### config.mk
export PLATFORM = sky130hd
export DESIGN_NAME = mem_port_arbiter
export DESIGN_NICKNAME = d
export VERILOG_FILES = /design/src/rtl/mem_port_arbiter.sv
export SDC_FILE = /design/constraint.sdc
export NUM_CORES = 1
export LEC_CHECK = 0
export ABC_AREA = 1
export CORE_ASPECT_RATIO = 0.8
export CORE_MARGIN = 2
export CORE_UTILIZATION = 41
export DETAILED_ROUTE_END_ITERATION = 10
export GPL_ROUTABILITY_DRIVEN = 1
export PLACE_DENSITY = 0.78
export SYNTH_ARGS = -nofsm -noshare
export SYNTH_HDL_FRONTEND = slang
export SYNTH_SLANG_ARGS = --single-unit
export TNS_END_PERCENT = 50
### constraint.sdc
create_clock -name clock -period 2.1 [get_ports clock]
set_clock_uncertainty 0.15 [all_clocks]
set_input_delay 0.42 -clock clock [delete_from_list [all_inputs] [get_ports clock]]
set_output_delay 0.42 -clock clock [all_outputs]
set_load 0.01 [all_outputs]
### src/rtl/mem_port_arbiter.sv
// Arbiter/sequencer sharing one single-ported memory between instruction fetch and data access.
// Optional macro ARB_DATA_PRIORITY_EN: fixed data priority on ties instead of round-robin.
module mem_port_arbiter #(
  parameter int WORD_SIZE   = 32,
  parameter int IADDR_WIDTH = 20
) (
  input  logic                   clock,
  input  logic                   reset,
  input  logic                   if_req,
  input  logic [IADDR_WIDTH-1:0] if_addr,
  output logic                   if_ack,
  output logic [WORD_SIZE-1:0]   if_rdata,
  input  logic                   dm_req,
  input  logic                   dm_we,
  input  logic [WORD_SIZE-1:0]   dm_addr,
  input  logic [WORD_SIZE-1:0]   dm_wdata,
  output logic                   dm_ack,
  output logic [WORD_SIZE-1:0]   dm_rdata,
  output logic [IADDR_WIDTH-1:0] mem_i_address,
  output logic                   mem_i_enable,
  output logic [WORD_SIZE-1:0]   mem_address,
  output logic [WORD_SIZE-1:0]   mem_data_in,
  output logic                   mem_load,
  output logic                   mem_store,
  input  logic [WORD_SIZE-1:0]   mem_data_out
);

  localparam logic [1:0] S_IDLE  = 2'd0;
  localparam logic [1:0] S_ISSUE = 2'd1;
  localparam logic [1:0] S_WAIT  = 2'd2;
  localparam logic [1:0] S_ACK   = 2'd3;

  localparam logic GNT_IF = 1'b0;
  localparam logic GNT_DM = 1'b1;

  logic [1:0] state;
  logic       last_grant;
  logic       cur_dm;
  logic       cur_we;
  logic       grant_dm;

  // Arbitration decision, only consumed in IDLE
  always_comb begin
    grant_dm = 1'b0;
    if (dm_req && !if_req) begin
      grant_dm = 1'b1;
    end else if (dm_req && if_req) begin
`ifdef ARB_DATA_PRIORITY_EN
      grant_dm = 1'b1;
`else
      grant_dm = (last_grant == GNT_IF);
`endif
    end
  end

  always_ff @(posedge clock) begin
    if (reset) begin
      state         <= S_IDLE;
      last_grant    <= GNT_DM;
      cur_dm        <= 1'b0;
      cur_we        <= 1'b0;
      if_ack        <= 1'b0;
      dm_ack        <= 1'b0;
      if_rdata      <= '0;
      dm_rdata      <= '0;
      mem_i_address <= '0;
      mem_i_enable  <= 1'b0;
      mem_address   <= '0;
      mem_data_in   <= '0;
      mem_load      <= 1'b0;
      mem_store     <= 1'b0;
    end else begin
      // Strobes and acks are single-cycle pulses; addresses and data hold
      if_ack       <= 1'b0;
      dm_ack       <= 1'b0;
      mem_i_enable <= 1'b0;
      mem_load     <= 1'b0;
      mem_store    <= 1'b0;
      case (state)
        S_IDLE: begin
          if (if_req || dm_req) begin
            state  <= S_ISSUE;
            cur_dm <= grant_dm;
            if (grant_dm) begin
              cur_we      <= dm_we;
              mem_address <= dm_addr;
              if (dm_we) begin
                mem_data_in <= dm_wdata;
                mem_store   <= 1'b1;
              end else begin
                mem_load <= 1'b1;
              end
            end else begin
              cur_we        <= 1'b0;
              mem_i_address <= if_addr;
              mem_i_enable  <= 1'b1;
              mem_load      <= 1'b1;
            end
          end
        end
        S_ISSUE: begin
          // Stores commit at the end of ISSUE, so they skip the read-data cycle
          if (cur_we) begin
            dm_ack <= 1'b1;
            state  <= S_ACK;
          end else begin
            state <= S_WAIT;
          end
        end
        S_WAIT: begin
          if (cur_dm) begin
            dm_rdata <= mem_data_out;
            dm_ack   <= 1'b1;
          end else begin
            if_rdata <= mem_data_out;
            if_ack   <= 1'b1;
          end
          state <= S_ACK;
        end
        default: begin
          last_grant <= cur_dm;
          state      <= S_IDLE;
        end
      endcase
    end
  end

endmodule

== Word level (Yosys, flattened, before mapping) ==
Cells that the tools add are included.

* Equality and inequality tests: 3
* Mux-type cells: 14
* Bitwise operators: 6
* Reduce and logical (&&, ||, !) cells: 15

{| class="wikitable"
|+ Operators with widths
! operator !! number
|-
| $mux 1 || 11
|-
| $not 1->1 || 6
|-
| $pmux 2 s3 || 1
|-
| $reduce_and 2->1 || 3
|-
| $reduce_and 3->1 || 2
|-
| $reduce_or 3->1 || 2
|-
| $reduce_and 4->1 || 1
|-
| $reduce_or 4->1 || 1
|-
| $eq 2x1->1 const B || 1
|-
| $eq 2x2->1 const B || 1
|-
| $logic_and 1x1->1 || 2
|-
| $logic_not 2->1 || 1
|-
| $mux 2 || 1
|-
| $ne 2x2->1 const B || 1
|-
| $pmux 1 s2 || 1
|-
| $reduce_or 2->1 || 1
|-
| $logic_not 1->1 || 1
|-
| $logic_or 1x1->1 || 1
|}

* Flip-flop bits (word level): 158
* Bits of input ports: 121
* Output and inout bits: 153
* Logic and storage cells: 52

== Logic depth before layout (Yosys ltp) ==
* Depth after elaboration: 5
* Depth in mapped cells: 8
* Gate-level depth less buffers: 7

== Least setup slack after synthesis ==
Ideal clock, no wire load.

* Kind: register -> register
* Start: register state[0]
* End: register if_rdata[10]
* Library setup time: 0.116 ns
* Data arrival time: 1.267 ns
* Required time: 1.834 ns
* Path slack: 0.567 ns
* Stages on the path, launching flop included: 9
* Path buffers: 1
* Clock period less this slack: 1.533 ns
* Path through: dfxtp_1 inv_1 ha_1 inv_1 nor2_1 inv_1 buf_1 nor2_1 nor2_1

* Longest elaborated chain between the ends: 2

{| class="wikitable"
|+ Ends and longest elaborated chain
! item !! line !! source
|-
| start: declaration || 36 || <nowiki>logic [1:0] state;</nowiki>
|-
| start signal: assignment || 58 || <nowiki>state <= S_IDLE;</nowiki>
|-
| start signal: assignment || 82 || <nowiki>state <= S_ISSUE;</nowiki>
|-
| start signal: assignment || 105 || <nowiki>state <= S_ACK;</nowiki>
|-
| $eq 2x2->1 || 79 || <nowiki>case (state)</nowiki>
|-
| $reduce_and 2->1 (no line) || -- ||
|-
| end signal: assignment || 115 || <nowiki>if_rdata <= mem_data_out;</nowiki>
|-
| end: declaration || 12 || <nowiki>output logic [WORD_SIZE-1:0] if_rdata,</nowiki>
|}

No other way between the ends.
A chain may end at the register's enable or synchronous reset.

== Worst setup path after layout ==
* Start: register mem_data_in[18]
* End: output port mem_data_in[18]

{| class="wikitable"
|+ RTL lines
! item !! line !! source
|-
| start: declaration || 22 || <nowiki>output logic [WORD_SIZE-1:0] mem_data_in,</nowiki>
|-
| start signal: assignment || 88 || <nowiki>mem_data_in <= dm_wdata;</nowiki>
|}

No word-level cell between the ends.

==> impl_results.md <==
* Status: finished clean
* Final setup TNS at 0 ps
* Maxcap violations at 0
* Largest net degree at the start of global routing at 79
* CP Launch Type: flip-flop
* CP max stage delay at ~560 ps
* Vias in the first global route at roughly 5700
* Drt drc at 0
* Die Ht at between 100 and 150 um
* CTS sink count at 158
* Commonest non-fill, non-tap cell in the layout: nor2_1
* Number of port buffers at roughly 270
* Count of final hold-check violations at 0
* Clk_lat worst skew at around 410 ps
* RSZ-0062 raised after global routing: no
* Peak supply drop at between 0.0006 and 0.0007 V
* Met3 WL post-DR at 1.87 mm
* Fin nets at 1178
* Post-layout minimum cycle time at between 1500 and 2000 ps
* Worst Hold Margin at ~310 ps
* Placed Cells at about 1200
* Layout area overhead at 61.4%
* First DRT Iteration DRCs at approximately 300
* Leakage power at 3.97 nW
* Cells after Synth at 792
* Final ANT Viol Nets at 0
* Final std cells w/o fill at between 1000 and 1500
* Mapped Area at 5900 um^2
* Die area at 15400 um^2
* Rows at 39
* Endpoints failing setup at 0
* CP delay by family, top: buffers and inverters
* CTS tree: yes
* Core area at 14200 um^2
* Sequential area share after synthesis at 0.537
* Synthesized area per cell at 7.44 um^2
* Metal2 WL at 7.99 mm
* CTS resizes at 0
* Required @ worst endpoint at ~1500 ps
* Antenna violations before repair at 0
* Ports at roughly 270
* Cells along the critical path: clkdlybuf4s50_1
* Hold-fix buffers, CTS at 0
* Total power draw at ~11 mW
* WS Path Type: flip-flop to output pin
* GRT Residual Overflow at 0
* Post-DP HPWL at between 10 and 15 mm
* Die extent in x at between 100 and 150 um
* Initial Util at 0.417
* Share of cells above drive strength 1 at 0.0526
* Cts bufs inserted at 17
* Fmax at between 0.5 and 0.6 GHz
* CTS root buffer: clkbuf_16
* First-pass GRT wire length at a little under 30 mm
* CTS Buffer Depth at 2
* Critical Path AT at between 1000 and 1500 ps
* Drt pass-1 iters at 5
* Area contributors post-synth: dfxtp_1 (54%), nor2_1 (20%), o21ai_0 (8.3%)
* Crit end category: output pin
* Setup Buffers After CTS at 0
* Max_slew headroom at 0.742
* Top routing layer used: met4
* Synth area leader: dfxtp_1
* Fin. max-slew vios at 0
* Vias/cell at ~4.7
* Hold crit path type: flip-flop to flip-flop
* Synth warnings at 0
* Clock slew at reported path FFs at 60 ps
* Wire per inst at 14.0 um
* WL met1 at between 7 and 8 mm
* Share of the synthesized area in the top cell type at 0.537
* Total track usage at 0.231
* Worst path slowest cell: clkdlybuf4s50_1
* Crit path buf inv count at 1
* Slew @ Worst Pin at roughly 390 ps
* PwrDens at 1120 nW/um^2
* H-tree depth at 4
* Most frequent cells in the layout: nor2_1 (307), clkdlybuf4s50_1 (273), dfxtp_1 (158)
* Period utilisation layout at 0.914
* Syn_nets at around 920
* Max FO, Critical Path at 2
* Diode count at 0
* Vias at ~5800
* Detailed Route WL at 17.5 mm
* Fillers at 1173
* FF+latch count, synth at about 160
* RD Place Congestion at around 0.82
* Unique masters post-synth at 18
cells in the mapped netlist, drive strengths merged:
master / n
a21oi: 4
buf: 32
nand3b: 20
clkinv: 1
nand3: 34
o21ai: 98
inv: 45
ha: 5
dfxtp: 158
clkbuf: 17
nand2: 67
nor2: 311
worst paths after layout:
path,startpoint,end,slack [ps],cells after the start
setup / recovery,mem_data_in[18],mem_data_in[18],180,1
hold / removal,last_grant,last_grant,310,2
setup reg to reg,state[0],mem_data_in[24],390,8
hold reg to reg,last_grant,last_grant,310,2
sequential cells by signal (all words and copies together) (netlist names), 2 cells and up:
register	cells
dm_rdata	32
if_rdata	32
mem_address	32
mem_data_in	32
mem_i_address	20
state	2
power by group:
part / switching (mW) / internal, mW / total (mW)
Combinational: 1.66 / 1.67 / 3.34
Clock: 1.25 / 2.14 / 3.40
Sequential: 0.296 / 3.59 / 3.88
final cells by class:
cell class,instances,area (um^2),area share
Sequential cell,158,3160,0.332
Timing Repair Buffer,290,2960,0.311
Multi-Input combinational cell,539,2330,0.245
Clock buffer,18,439,0.0461
Tap cell,184,230,0.0242
Clock inverter,14,214,0.0225
Inverter,46,175,0.0184
logic make-up (layout without fill, tap and decap cells):
kind of cell / Yosys count / after routing / synth area share
AO/OA/AOI/OAI: 102 / 102 / 0.0866
buffers and inverters: 95 / 368 / 0.0679
AND/OR/NAND/NOR: 432 / 432 / 0.298
adder cells (fa/ha/maj): 5 / 5 / 0.0106
flip-flops: 158 / 158 / 0.537
per-layer routing:
metal | vias up | global-route usage
li1 | 2986 | -
met1 | 2596 | 0.270
met2 | 231 | 0.382
met3 | 19 | 0.107
met4 | 0 | 0.0626
met5 | - | 0
stage by stage:
step                      utilization  cell area, um^2  setup slack, ps
after floorplan                     -             5900              567
after global placement          0.626             8860              181
after detailed placement        0.626             8860              125
after CTS                       0.673             9520              142
after global routing            0.673             9520              138
final                           0.673             9520              181
(Power assumes the default switching activity.)
